### config.mk
export PLATFORM = sky130hd
export DESIGN_NAME = perf_counter_ctrl
export DESIGN_NICKNAME = d
export VERILOG_FILES = /design/src/rtl/perf_pkg.sv /design/src/rtl/perf_window_timer.sv /design/src/rtl/perf_counter_ctrl.sv
export SDC_FILE = /design/constraint.sdc
export NUM_CORES = 1
export LEC_CHECK = 0
export BUFFER_PORTS_ARGS = -buffer_cell sky130_fd_sc_hd__buf_4
export CAP_MARGIN = 20
export CORE_AREA = 4 4 212 214
export CTS_CLUSTER_SIZE = 24
export DETAILED_ROUTE_END_ITERATION = 12
export DIE_AREA = 0 0 216 218
export SLEW_MARGIN = 20
export SYNTH_ARGS = -nofsm -noshare
export SYNTH_HDL_FRONTEND = slang
export SYNTH_SLANG_ARGS = --single-unit
### constraint.sdc
create_clock -name clk -period 4.52 [get_ports clk]
set_clock_uncertainty 0.15 [all_clocks]
set_input_delay 0.226 -clock clk [delete_from_list [all_inputs] [get_ports clk]]
set_output_delay 0.226 -clock clk [all_outputs]
set_load 0.05 [all_outputs]
### src/rtl/perf_pkg.sv
// Shared types and widths for the performance-counter bank and its controller.
package perf_pkg;

    localparam int PERF_CNT_W = 64;
    localparam int PERF_RD_W  = 32;

    typedef logic [PERF_CNT_W-1:0] counter_t;

    typedef enum logic [1:0] {
        OP_START = 2'd0,
        OP_STOP  = 2'd1,
        OP_CLEAR = 2'd2,
        OP_READ  = 2'd3
    } ctrl_op_t;

    typedef enum logic [1:0] {
        C_IDLE  = 2'd0,
        C_CLEAR = 2'd1,
        C_WAIT  = 2'd2,
        C_RESP  = 2'd3
    } ctrl_state_t;

    // Select the low or high 32-bit half of a 64-bit counter value.
    function automatic logic [PERF_RD_W-1:0] rd_word(input counter_t value, input logic hi);
        return hi ? value[PERF_CNT_W-1:PERF_RD_W] : value[PERF_RD_W-1:0];
    endfunction

endpackage

### src/rtl/perf_window_timer.sv
// Measurement-window down-counter; only built when PERF_CTRL_WINDOW_EN is defined.
`ifdef PERF_CTRL_WINDOW_EN
module perf_window_timer #(
    parameter int WIN_W = 32
) (
    input  logic             clk,
    input  logic             rst,
    input  logic             load,
    input  logic [WIN_W-1:0] len,
    input  logic             en,
    output logic             expire
);

    logic [WIN_W-1:0] cnt_reg;

    always_ff @(posedge clk) begin
        if (rst) begin
            cnt_reg <= '0;
        end else if (load) begin
            cnt_reg <= len;
        end else if (en && (cnt_reg != '0)) begin
            cnt_reg <= cnt_reg - WIN_W'(1);
        end
    end

    // A reload in the same cycle takes priority, so no pulse is produced then.
    assign expire = en & ~load & (cnt_reg == WIN_W'(1));

endmodule
`endif

### src/rtl/perf_counter_ctrl.sv
// Command-port controller for a bank of perf counters: start/stop/clear triggers and 32-bit indexed read-out.
// Optional measurement window enabled by defining PERF_CTRL_WINDOW_EN.
module perf_counter_ctrl
    import perf_pkg::*;
#(
    parameter int NUM_CNT = 8,
    parameter int IDX_W   = $clog2(NUM_CNT),
    parameter int WIN_W   = 32
) (
    input  logic                          clk,
    input  logic                          rst,
    input  logic                          req_valid,
    output logic                          req_ready,
    input  ctrl_op_t                      req_op,
    input  logic [IDX_W-1:0]              req_idx,
    input  logic                          req_hi,
    output logic                          resp_valid,
    output logic [PERF_RD_W-1:0]          resp_data,
    input  logic [NUM_CNT*PERF_CNT_W-1:0] cnt_values,
    output logic                          toggle_trigger,
    output logic                          clear_trigger,
`ifdef PERF_CTRL_WINDOW_EN
    input  logic [WIN_W-1:0]              win_len,
    output logic                          window_done,
`endif
    output logic                          busy
);

    ctrl_state_t            state_reg, state_next;
    logic                   running_reg, running_next;
    logic                   armed_reg, armed_next;
    logic                   was_run_reg, was_run_next;
    logic [PERF_RD_W-1:0]   snap_hi_reg, snap_hi_next;
    logic [IDX_W-1:0]       snap_idx_reg, snap_idx_next;
    logic [PERF_RD_W-1:0]   rdata_reg, rdata_next;

    counter_t               cnt_arr [NUM_CNT];
    counter_t               sel_cnt;
    logic                   idx_hit;
    logic                   accept;
    logic                   win_expire;

    genvar gi;
    generate
        for (gi = 0; gi < NUM_CNT; gi++) begin : g_unpack
            assign cnt_arr[gi] = cnt_values[gi*PERF_CNT_W +: PERF_CNT_W];
        end
    endgenerate

    // Out-of-range indices match nothing and read as zero.
    always_comb begin
        sel_cnt = '0;
        idx_hit = 1'b0;
        for (int i = 0; i < NUM_CNT; i++) begin
            if (req_idx == IDX_W'(i)) begin
                sel_cnt = cnt_arr[i];
                idx_hit = 1'b1;
            end
        end
    end

    assign accept = req_valid & (state_reg == C_IDLE);

`ifdef PERF_CTRL_WINDOW_EN
    perf_window_timer #(
        .WIN_W (WIN_W)
    ) u_window_timer (
        .clk    (clk),
        .rst    (rst),
        .load   (accept && (req_op == OP_START)),
        .len    (win_len),
        .en     (running_reg),
        .expire (win_expire)
    );
    assign window_done = win_expire;
`else
    logic unused_win;
    assign win_expire = 1'b0;
    assign unused_win = (WIN_W > 0);
`endif

    always_comb begin
        state_next    = state_reg;
        running_next  = running_reg;
        armed_next    = armed_reg;
        was_run_next  = was_run_reg;
        snap_hi_next  = snap_hi_reg;
        snap_idx_next = snap_idx_reg;
        rdata_next    = rdata_reg;
        case (state_reg)
            C_IDLE: begin
                if (req_valid) begin
                    state_next = C_RESP;
                    rdata_next = '0;
                    case (req_op)
                        OP_START: begin
                            running_next = 1'b1;
                            armed_next   = 1'b1;
                        end
                        OP_STOP: begin
                            running_next = 1'b0;
                        end
                        OP_CLEAR: begin
                            // Unarmed counters already hold zero, so skip the clear pulse.
                            if (armed_reg) begin
                                was_run_next = running_reg & ~win_expire;
                                running_next = 1'b0;
                                state_next   = C_CLEAR;
                            end
                        end
                        OP_READ: begin
                            if (!req_hi) begin
                                rdata_next = rd_word(sel_cnt, 1'b0);
                                if (idx_hit) begin
                                    snap_hi_next  = rd_word(sel_cnt, 1'b1);
                                    snap_idx_next = req_idx;
                                end
                            end else if (idx_hit && (req_idx == snap_idx_reg)) begin
                                rdata_next = snap_hi_reg;
                            end else begin
                                rdata_next = rd_word(sel_cnt, 1'b1);
                            end
                        end
                        default: ;
                    endcase
                end
            end
            C_CLEAR: state_next = C_WAIT;
            C_WAIT: begin
                state_next   = C_RESP;
                running_next = was_run_reg;
                armed_next   = was_run_reg;
            end
            C_RESP: state_next = C_IDLE;
            default: state_next = C_IDLE;
        endcase
        if (win_expire) begin
            running_next = 1'b0;
        end
    end

    always_ff @(posedge clk) begin
        if (rst) begin
            state_reg    <= C_IDLE;
            running_reg  <= 1'b0;
            armed_reg    <= 1'b0;
            was_run_reg  <= 1'b0;
            snap_hi_reg  <= '0;
            snap_idx_reg <= '0;
            rdata_reg    <= '0;
        end else begin
            state_reg    <= state_next;
            running_reg  <= running_next;
            armed_reg    <= armed_next;
            was_run_reg  <= was_run_next;
            snap_hi_reg  <= snap_hi_next;
            snap_idx_reg <= snap_idx_next;
            rdata_reg    <= rdata_next;
        end
    end

    assign req_ready      = (state_reg == C_IDLE);
    assign busy           = ~req_ready;
    assign resp_valid     = (state_reg == C_RESP);
    assign resp_data      = resp_valid ? rdata_reg : '0;
    assign toggle_trigger = running_reg;
    assign clear_trigger  = (state_reg == C_CLEAR);

endmodule

# ---- Word-level counts from Yosys, hierarchy flattened
# Cells that the tools add are included.
dict set report word_totals {
  output_inout_bits 37
  elab_cells 68
  regBits 72
}
dict set report classes {
  mux 31
  n_reduce_logical 10
  bitwise_logic 2
  n_eq_ne 18
}
# op n
set op_table {}
lappend op_table {{two-way mux 64 bit} 8}
lappend op_table {{two-way mux 32 bit} 4}
lappend op_table {{== test 3 bit, second input constant} 4}
lappend op_table {{two-way mux 1 bit} 12}
lappend op_table {{== test 2 bit, second input constant} 4}
lappend op_table {{case mux 2 bit (4 select lines)} 1}
lappend op_table {{AND reduction 4 bit} 2}
lappend op_table {{== test 3 x 2 -> 1 bit, second input constant} 2}
lappend op_table {{two-way mux 2 bit} 3}
lappend op_table {{AND reduction 5 bit} 1}
lappend op_table {{== test 2 x 1 -> 1 bit, second input constant} 2}
lappend op_table {{logical NOT 2 bit} 2}
lappend op_table {{inequality test 4 x 1 -> 1 bit, second input constant} 1}
lappend op_table {{case mux 1 bit (2 select lines)} 2}
lappend op_table {{== test 3 x 1 -> 1 bit, second input constant} 1}
lappend op_table {{== test 3 bit} 1}
lappend op_table {{logical NOT 3 bit} 1}
lappend op_table {{inequality test 3 bit, second input constant} 1}
lappend op_table {{case mux 1 bit (3 select lines)} 1}
lappend op_table {{AND reduction 3 bit} 1}
lappend op_table {{inequality test 2 x 1 -> 1 bit, second input constant} 1}
lappend op_table {{inequality test 2 bit, second input constant} 1}
lappend op_table {{inverter 1 bit} 2}
lappend op_table {{AND reduction 2 bit} 1}
lappend op_table {{2 further kinds} 2}

# ---- Depth between registers and ports, before layout
# Gate-level depths: netlist of run 1.
dict set report depth {
  ltp_word 13
  depth_mapped 10
}

# ---- Worst setup path before layout of run 1
# No wires, ideal clock.
dict set report synth_path {
  path_kind {reg-to-reg}
  start {register state_reg[0]}
  end {register rdata_reg[31]}
  stages_incl_launch_ff 10
  setup_slack_ps 2093
  arrival_ps 2181
  n_path_buf 3
  t_required_ps 4275
  path_cell_list {dfxtp_1 -> inv_1 -> ha_1 -> and3_1 -> clkbuf_1 -> nor2b_1 -> clkbuf_1 -> buf_2 -> o2111ai_1 -> o311ai_1}
}
dict set report synth_between {
  elab_chain_cells 2
}
# element line
set synth_lines {}
lappend synth_lines {{start: declaration} perf_counter_ctrl.sv:29} ;# ctrl_state_t state_reg, state_next;
lappend synth_lines {{start signal: assignment} perf_counter_ctrl.sv:152} ;# state_reg <= state_next;
lappend synth_lines {{logical NOT 2 bit} n/a}
lappend synth_lines {{via req_ready} perf_counter_ctrl.sv:13} ;# output logic req_ready,
lappend synth_lines {{AND reduction 2 bit (no line)} n/a}
lappend synth_lines {{end signal: assignment} perf_counter_ctrl.sv:158} ;# rdata_reg <= rdata_next;
lappend synth_lines {{end: declaration} perf_counter_ctrl.sv:35} ;# logic [PERF_RD_W-1:0] rdata_reg, rdata_next;
# The timed path passes the listed nets, and every way through them passes these cells.
# A chain may end at the register's enable or synchronous reset.

# ---- Final worst setup path of run 1
dict set report layout_path {
  start {input port req_idx[2]}
  end {register rdata_reg[18]}
}
dict set report layout_between {
  elab_chain_cells 13
}
# element line
set layout_lines {}
lappend layout_lines {{start: declaration} perf_counter_ctrl.sv:15} ;# input logic [IDX_W-1:0] req_idx,
lappend layout_lines {{logical NOT 3 bit} perf_counter_ctrl.sv:55} ;# if (req_idx == IDX_W'(i)) begin
lappend layout_lines {{two-way mux 1 bit (8 in a row)} perf_counter_ctrl.sv:55}
lappend layout_lines {{logical AND 1 bit} perf_counter_ctrl.sv:118} ;# end else if (idx_hit && (req_idx == snap_idx_reg)) begin
lappend layout_lines {{two-way mux 32 bit} perf_counter_ctrl.sv:118}
lappend layout_lines {{two-way mux 32 bit *} perf_counter_ctrl.sv:112} ;# if (!req_hi) begin
lappend layout_lines {{two-way mux 32 bit *} perf_counter_ctrl.sv:95} ;# case (req_op)
# Mark *: on every way between the ends. The rest lies on a longest branch, timed or not.

==> results.ini, run 1 <==
[die]
rows=76
ioPinCount=558
die_x_microns=216
start_util=0.1933
core_sq_um=42890
die_area_sq_um=47090
dieHeight_microns=218

[sta]
setup_viol=0
rsz0062_at_grt=no
worst_slack_ns=1.731
min_period_over_period=0.6170
relSlewSlack=0.3277
slew_viol_final=0
final-hold-violation-count=0
fin_tns_setup_ns=0
max_slew.worst_pin.slew_ns=1.008
fmax_ghz=0.3586
fin_crit_ns=2.789

[synthesis]
synth_area_per_cell_sq_um=8.121
ys.flop_type=dfxtp_1
async_reset_ff_frac=0
syn-num-nets=1551
yosys_warnings=0
seq_area_frac_synth=0.1738
synth.distinct_cells=61
syn_area_sq_um=8292
ys_ff_latch=72
synthCells=1021
synth_edf_count=0

[route]
vias=10560
avgRoutedWirePerCell_microns=25.34
route.met3.wl_mm=4.411
routed_wl_mm=53.04
wl_met1_mm=21.76
drc=0
met2WireLength_mm=25.47
drt_iter0_markers=804
postRouteAntennaNets=0
drt-pass1-iter-count=5
viasPerCell=5.045
highest_layer=met5

[clocking]
insertion_delay_ns=0.35
cts_tree=yes
htree_num_levels=3
post_cts_buffers=0
ctsHoldBuffers=0
clock-sinks=72
cts_buffer_depth=2
cts-root-buf=clkbuf_16
numCtsBuffers=9
cts_resized=0
clk_pin_slew_ns=0.07

[layout]
drive_above_1_share=0.4648
area_growth_pct=58.52
layout_common_cells=buf_4, a21oi_1, mux2i_1, nor2_1, dfxtp_1
layout.nets=2030
multi_input_area_sq_um=6242
final_common_cell=buf_4
register_area_sq_um=1441
num-fill-cells=4558
fin_cells=2093

[placement]
numPortBuffers=557
hpwl_mm=43.29
dp_slack_ns=1.419
globalplace.congestion=0.9013
placedCellCount=2074

[grt]
globalRouteOverflowTotal=0
antenna_found_initial=10
grt.total_usage=0.2126
grt_max_degree=108
grt_pass1_wl_mm=74.31
grt_pass1_vias=10910

[setup_path]
end_kind=register
arrival_ns=2.87
crit_required_ns=4.60
cp_max_fo=107
worstSetupPathType=in -> reg
startpoint_type=input pin

[power]
p_leak_uw=0.005701
powerDensity_nw_per_um2=216.8
ir_worst_vdd_v=0.0001701

[outcome]
status=completed

[min_path]
hold_class=in -> reg

[run]
timing.max_cap.violations=0

-- synthesized netlist by cell type (all sizes together), types with 6 or more instances --
master,instances,share of area
a31oi,6,0.0045
a211oi,20,0.018
dfxtp,72,0.17
o311ai,15,0.016
o221ai,21,0.022
a221oi,11,0.012
nor2,85,0.039
nand3,8,0.0048
and2,33,0.025
a221o,9,0.011
or2,7,0.0053
inv,15,0.0068
o22ai,12,0.0091
buf,69,0.051
nand2b,13,0.0098
nor2b,10,0.0078
ha,9,0.014
o211ai,18,0.016
nand2,69,0.031
o21a,14,0.013
a21o,7,0.0063
a21oi,99,0.060
a32o,17,0.021
mux4,31,0.084
a22oi,14,0.013
o21ai,39,0.024
clkbuf,41,0.019
mux2,52,0.071
a22o,6,0.0063
mux2i,96,0.12
a32oi,15,0.016
o32ai,14,0.015
or3,6,0.0045
nor3,28,0.017
-- report_power, final --
part	internal (uW)	switching (uW)
registers	683	36.0
clock network	428	305
logic	640	757
total	1750	1100
-- final timing paths --
kind / startpoint / to / slack, ns / cells after the start
min reg2reg: snap_hi_reg[20] / snap_hi_reg[20] / 0.30 / 2
max: req_idx[2] / rdata_reg[18] / 1.73 / 5
max reg2reg: state_reg[0] / rdata_reg[31] / 1.74 / 6
min: req_valid / state_reg[0] / 0.11 / 3
-- routing by layer --
metal  vias up  global-route usage
met5         -                   0
met1      5031              0.2668
met4        10             0.05825
met3        72             0.06103
li1       4907                   -
met2       539              0.3579
-- per-stage QoR --
stage | hold WS (ns) | power [uW] | utilization | cell area [sq um]
after global placement | 0.2921 | 2115 | 0.2993 | 12840
after floorplan | 0.2666 | 1453 | - | 8292
after global routing | 0.1584 | 3015 | 0.3064 | 13140
after detailed placement | 0.2985 | 2131 | 0.2993 | 12840
final | 0.1113 | 2849 | 0.3065 | 13140
after CTS | 0.08650 | 2886 | 0.3062 | 13130
-- layout make-up --
cell class / instances / share of cell area
timing repair buffer: 578 / 0.3319
multi-input combinational: 823 / 0.4749
tap: 585 / 0.05569
clock buffer: 9 / 0.01713
inverter: 16 / 0.004569
sequential: 72 / 0.1097
antenna: 4 / 0.0007615
clock inverter: 6 / 0.005331
-- logic make-up after synthesis --
family          synth area share
compound gates            0.3078
simple gates              0.1541
mux                       0.2707
buf+inv                  0.07681
flops                     0.1738
fa+ha+maj                0.01358
xor+xnor                0.003169
-- critical path, cell delays in order --
cell      delay (ns)
buf_6           0.60
inv_2           0.67
o32ai_1         0.54
o311ai_1        0.30
a32o_1          0.33
No activity file was read; power rests on OpenSTA's default activity.
==> run 2, diff against run 1 <==
- CORE_AREA: 4 4 212 214 -> 4 4 213 215
- DIE_AREA: 0 0 216 218 -> 0 0 217 219
- clock period: 4.52 -> 2.3 ns (I/O delays scaled with it)
==> run 2 against run 1 <==
Compared with the run above:
- routed wire length rose by 0.71%
- combinational power is 110% higher
- non-clock buffer count up 62
- flip-flop and latch count unchanged
- highest routed layer unchanged
==> results.ini, run 2 (same netlist as run 1, synthesis figures left out) <==
[power]
powerDensity_nw_per_um2=438.4  ; +100%
switching_share=0.3726  ; -0.01274
ir_worst_vdd_v=0.0004305  ; +150%
switchingPower_uw=2267  ; +110%
p_leak_uw=0.006095  ; +6.9%
p_comb_frac=0.482  ; -0.008
seqPwrFrac=0.232  ; -0.020
p_clk_frac=0.286  ; +0.029
p_int_uw=3818  ; +120%

[min_path]
hold_class=in -> reg
whs_path_depth=3  ; unchanged
hp-start=req_valid
holdPathEnd=state_reg[0]

[clocking]
insertion_delay_ns=0.35  ; about the same
clk_pin_slew_ns=0.07  ; about the same
clock-sinks=72  ; unchanged
cts_tree=yes
cts_resized=0  ; unchanged
post_cts_buffers=0  ; unchanged
htree_num_levels=3  ; unchanged
cts_buffer_depth=2  ; unchanged
ctsHoldBuffers=3  ; +3
cts-root-buf=clkbuf_16
numCtsBuffers=9  ; unchanged

[placement]
numPortBuffers=557  ; unchanged
place_area_sq_um=13500  ; +5.2%
globalplace.congestion=0.9016  ; about the same
hpwl_mm=43.63  ; +0.79%
placedCellCount=2140  ; +3.2%

[route]
drt-pass1-iter-count=7  ; +2
avgRoutedWirePerCell_microns=24.74  ; -2.4%
routed_wl_mm=53.41  ; +0.71%
vias=10880  ; +3.0%
drc=0  ; unchanged
postRouteAntennaNets=0  ; unchanged
viasPerCell=5.039  ; -0.11%
drt_iter0_markers=706  ; -12%

[grt]
grt_max_degree=52  ; -52%
grt_pass1_wl_mm=75.37  ; +1.4%
globalRouteOverflowTotal=0  ; unchanged
antenna_found_initial=3  ; -7
grt_pass1_vias=11580  ; +6.1%
grt.total_usage=0.2123  ; -0.0003077

[setup_path]
critPathSlowestCell=or3_1
crit_path_cell_trace=xor2_1, or3_1, buf_4, mux2i_1, a32oi_1
cp_max_fo=7  ; -93%
end_kind=register
cp_slowest_stage_delay_ns=0.61  ; -0.06 ns
arrival_ns=2.16  ; -0.71 ns
reg2reg_setup_slack_ns=0.20  ; -1.54 ns
worstReg2RegEnd=rdata_reg[2]
rr_worst_depth=5  ; -1
startpoint_type=register
crit_required_ns=2.37  ; -2.23 ns
regToRegStartpoint=snap_idx_reg[0]
worstSetupPathType=reg -> reg

[die]
core_sq_um=43740  ; +2.0%
die_x_microns=217  ; +0.46%
ioPinCount=558  ; unchanged
rows=77  ; +1.3%
die_area_sq_um=47520  ; +0.92%
start_util=0.1896  ; -0.003772
dieHeight_microns=219  ; +0.46%

[layout]
fin_cells=2159  ; +3.2%
layout.nets=2092  ; +3.1%
design_area_sq_um=13880  ; +5.6%
layout_common_cells=buf_4, a21oi_1, mux2i_1, nor2_1, dfxtp_1
diodes=0  ; -4
final_common_cell=buf_4
drive_above_1_share=0.4850  ; +0.02024
area_growth_pct=67.42

[sta]
fin_crit_ns=2.096
fin_hold_ws_ns=0.01861  ; -0.09272 ns
min_period_over_period=0.9115
setup_viol=0  ; unchanged
fmax_ghz=0.4770
max_slew.worst_pin.slew_ns=0.6436  ; -0.3648 ns
relSlewSlack=0.5642  ; +0.2364
final-hold-violation-count=0  ; unchanged
rsz0062_at_grt=no
slew_viol_final=0  ; unchanged

[outcome]
status=completed

[run]
timing.max_cap.violations=0  ; unchanged

==> run 2: cell types whose count changed in the layout (fill, tap and decap cells not counted), moves of 2 or more <==
cell	before	now
buf_4	574	616
buf_12	1	18
diode_2	4	0
clkinv_4	3	0
dlygate4sd3_1	0	3
bufinv_16	1	3
==> run 2: worst max-delay path, delay by kind of cell (launching register included) <==
kind | cells | cell delay [ns]
AND/OR/NAND/NOR | 1 | 0.61
flip-flops | 1 | 0.32
multiplexers | 1 | 0.29
buffers and inverters | 1 | 0.26
XOR/XNOR | 1 | 0.17
AO/OA/AOI/OAI | 1 | 0.15
==> run 2: layout make-up <==
type,count,area [sq um]
Clock buffer,9,225.2
Clock inverter,7,126.4
Fill cell,4699,29860
Inverter,16,60.06
Multi-Input combinational cell,823,6240
Sequential cell,72,1441
Tap cell,592,740.7
Timing Repair Buffer,640,5049
==> run 2: power groups by stage <==
stage / logic [uW] / clock network (uW) / registers (uW)
5_1_grt: 3150 / 1840 / 1420
3_5_place_dp: 2940 / 0 / 1440
2_1_floorplan: 1420 / 0 / 1440
3_3_place_gp: 2920 / 0 / 1430
4_1_cts: 2950 / 1800 / 1410
6_report: 2940 / 1740 / 1410
==> run 2: routing by layer <==
metal,GRT usage,vias to the layer above,part of all wire
li1,-,5029,-
met1,0.2706,5254,0.42
met2,0.3689,519,0.49
met3,0.03863,76,0.066
met4,0.05830,2,0.027
met5,0,-,0.00024
==> run 2: how the worst max path moves through the flow <==
stage | slack (ns) | startpoint | end
final | 0.20 | snap_idx_reg[0] | rdata_reg[2]
after global routing | 0.12 | snap_idx_reg[0] | rdata_reg[2]
after CTS | 0.19 | req_idx[0] | rdata_reg[23]
after detailed placement | -0.20 | req_idx[0] | rdata_reg[23]
after global placement | -0.21 | req_idx[0] | rdata_reg[23]
after floorplan | 0.08 | state_reg[0] | rdata_reg[31]
==> run 2: metrics by stage <==
stage               setup WS, ns  TNS [ns]  utilization  power (uW)
floorplan                0.08166         0            -        2862
global placement         -0.2077   -0.4460       0.3087        4357
detailed placement       -0.1992   -0.4497       0.3087        4374
CTS                       0.1879         0       0.3174        6162
global route              0.1166         0       0.3174        6410
finish                    0.2035         0       0.3174        6085
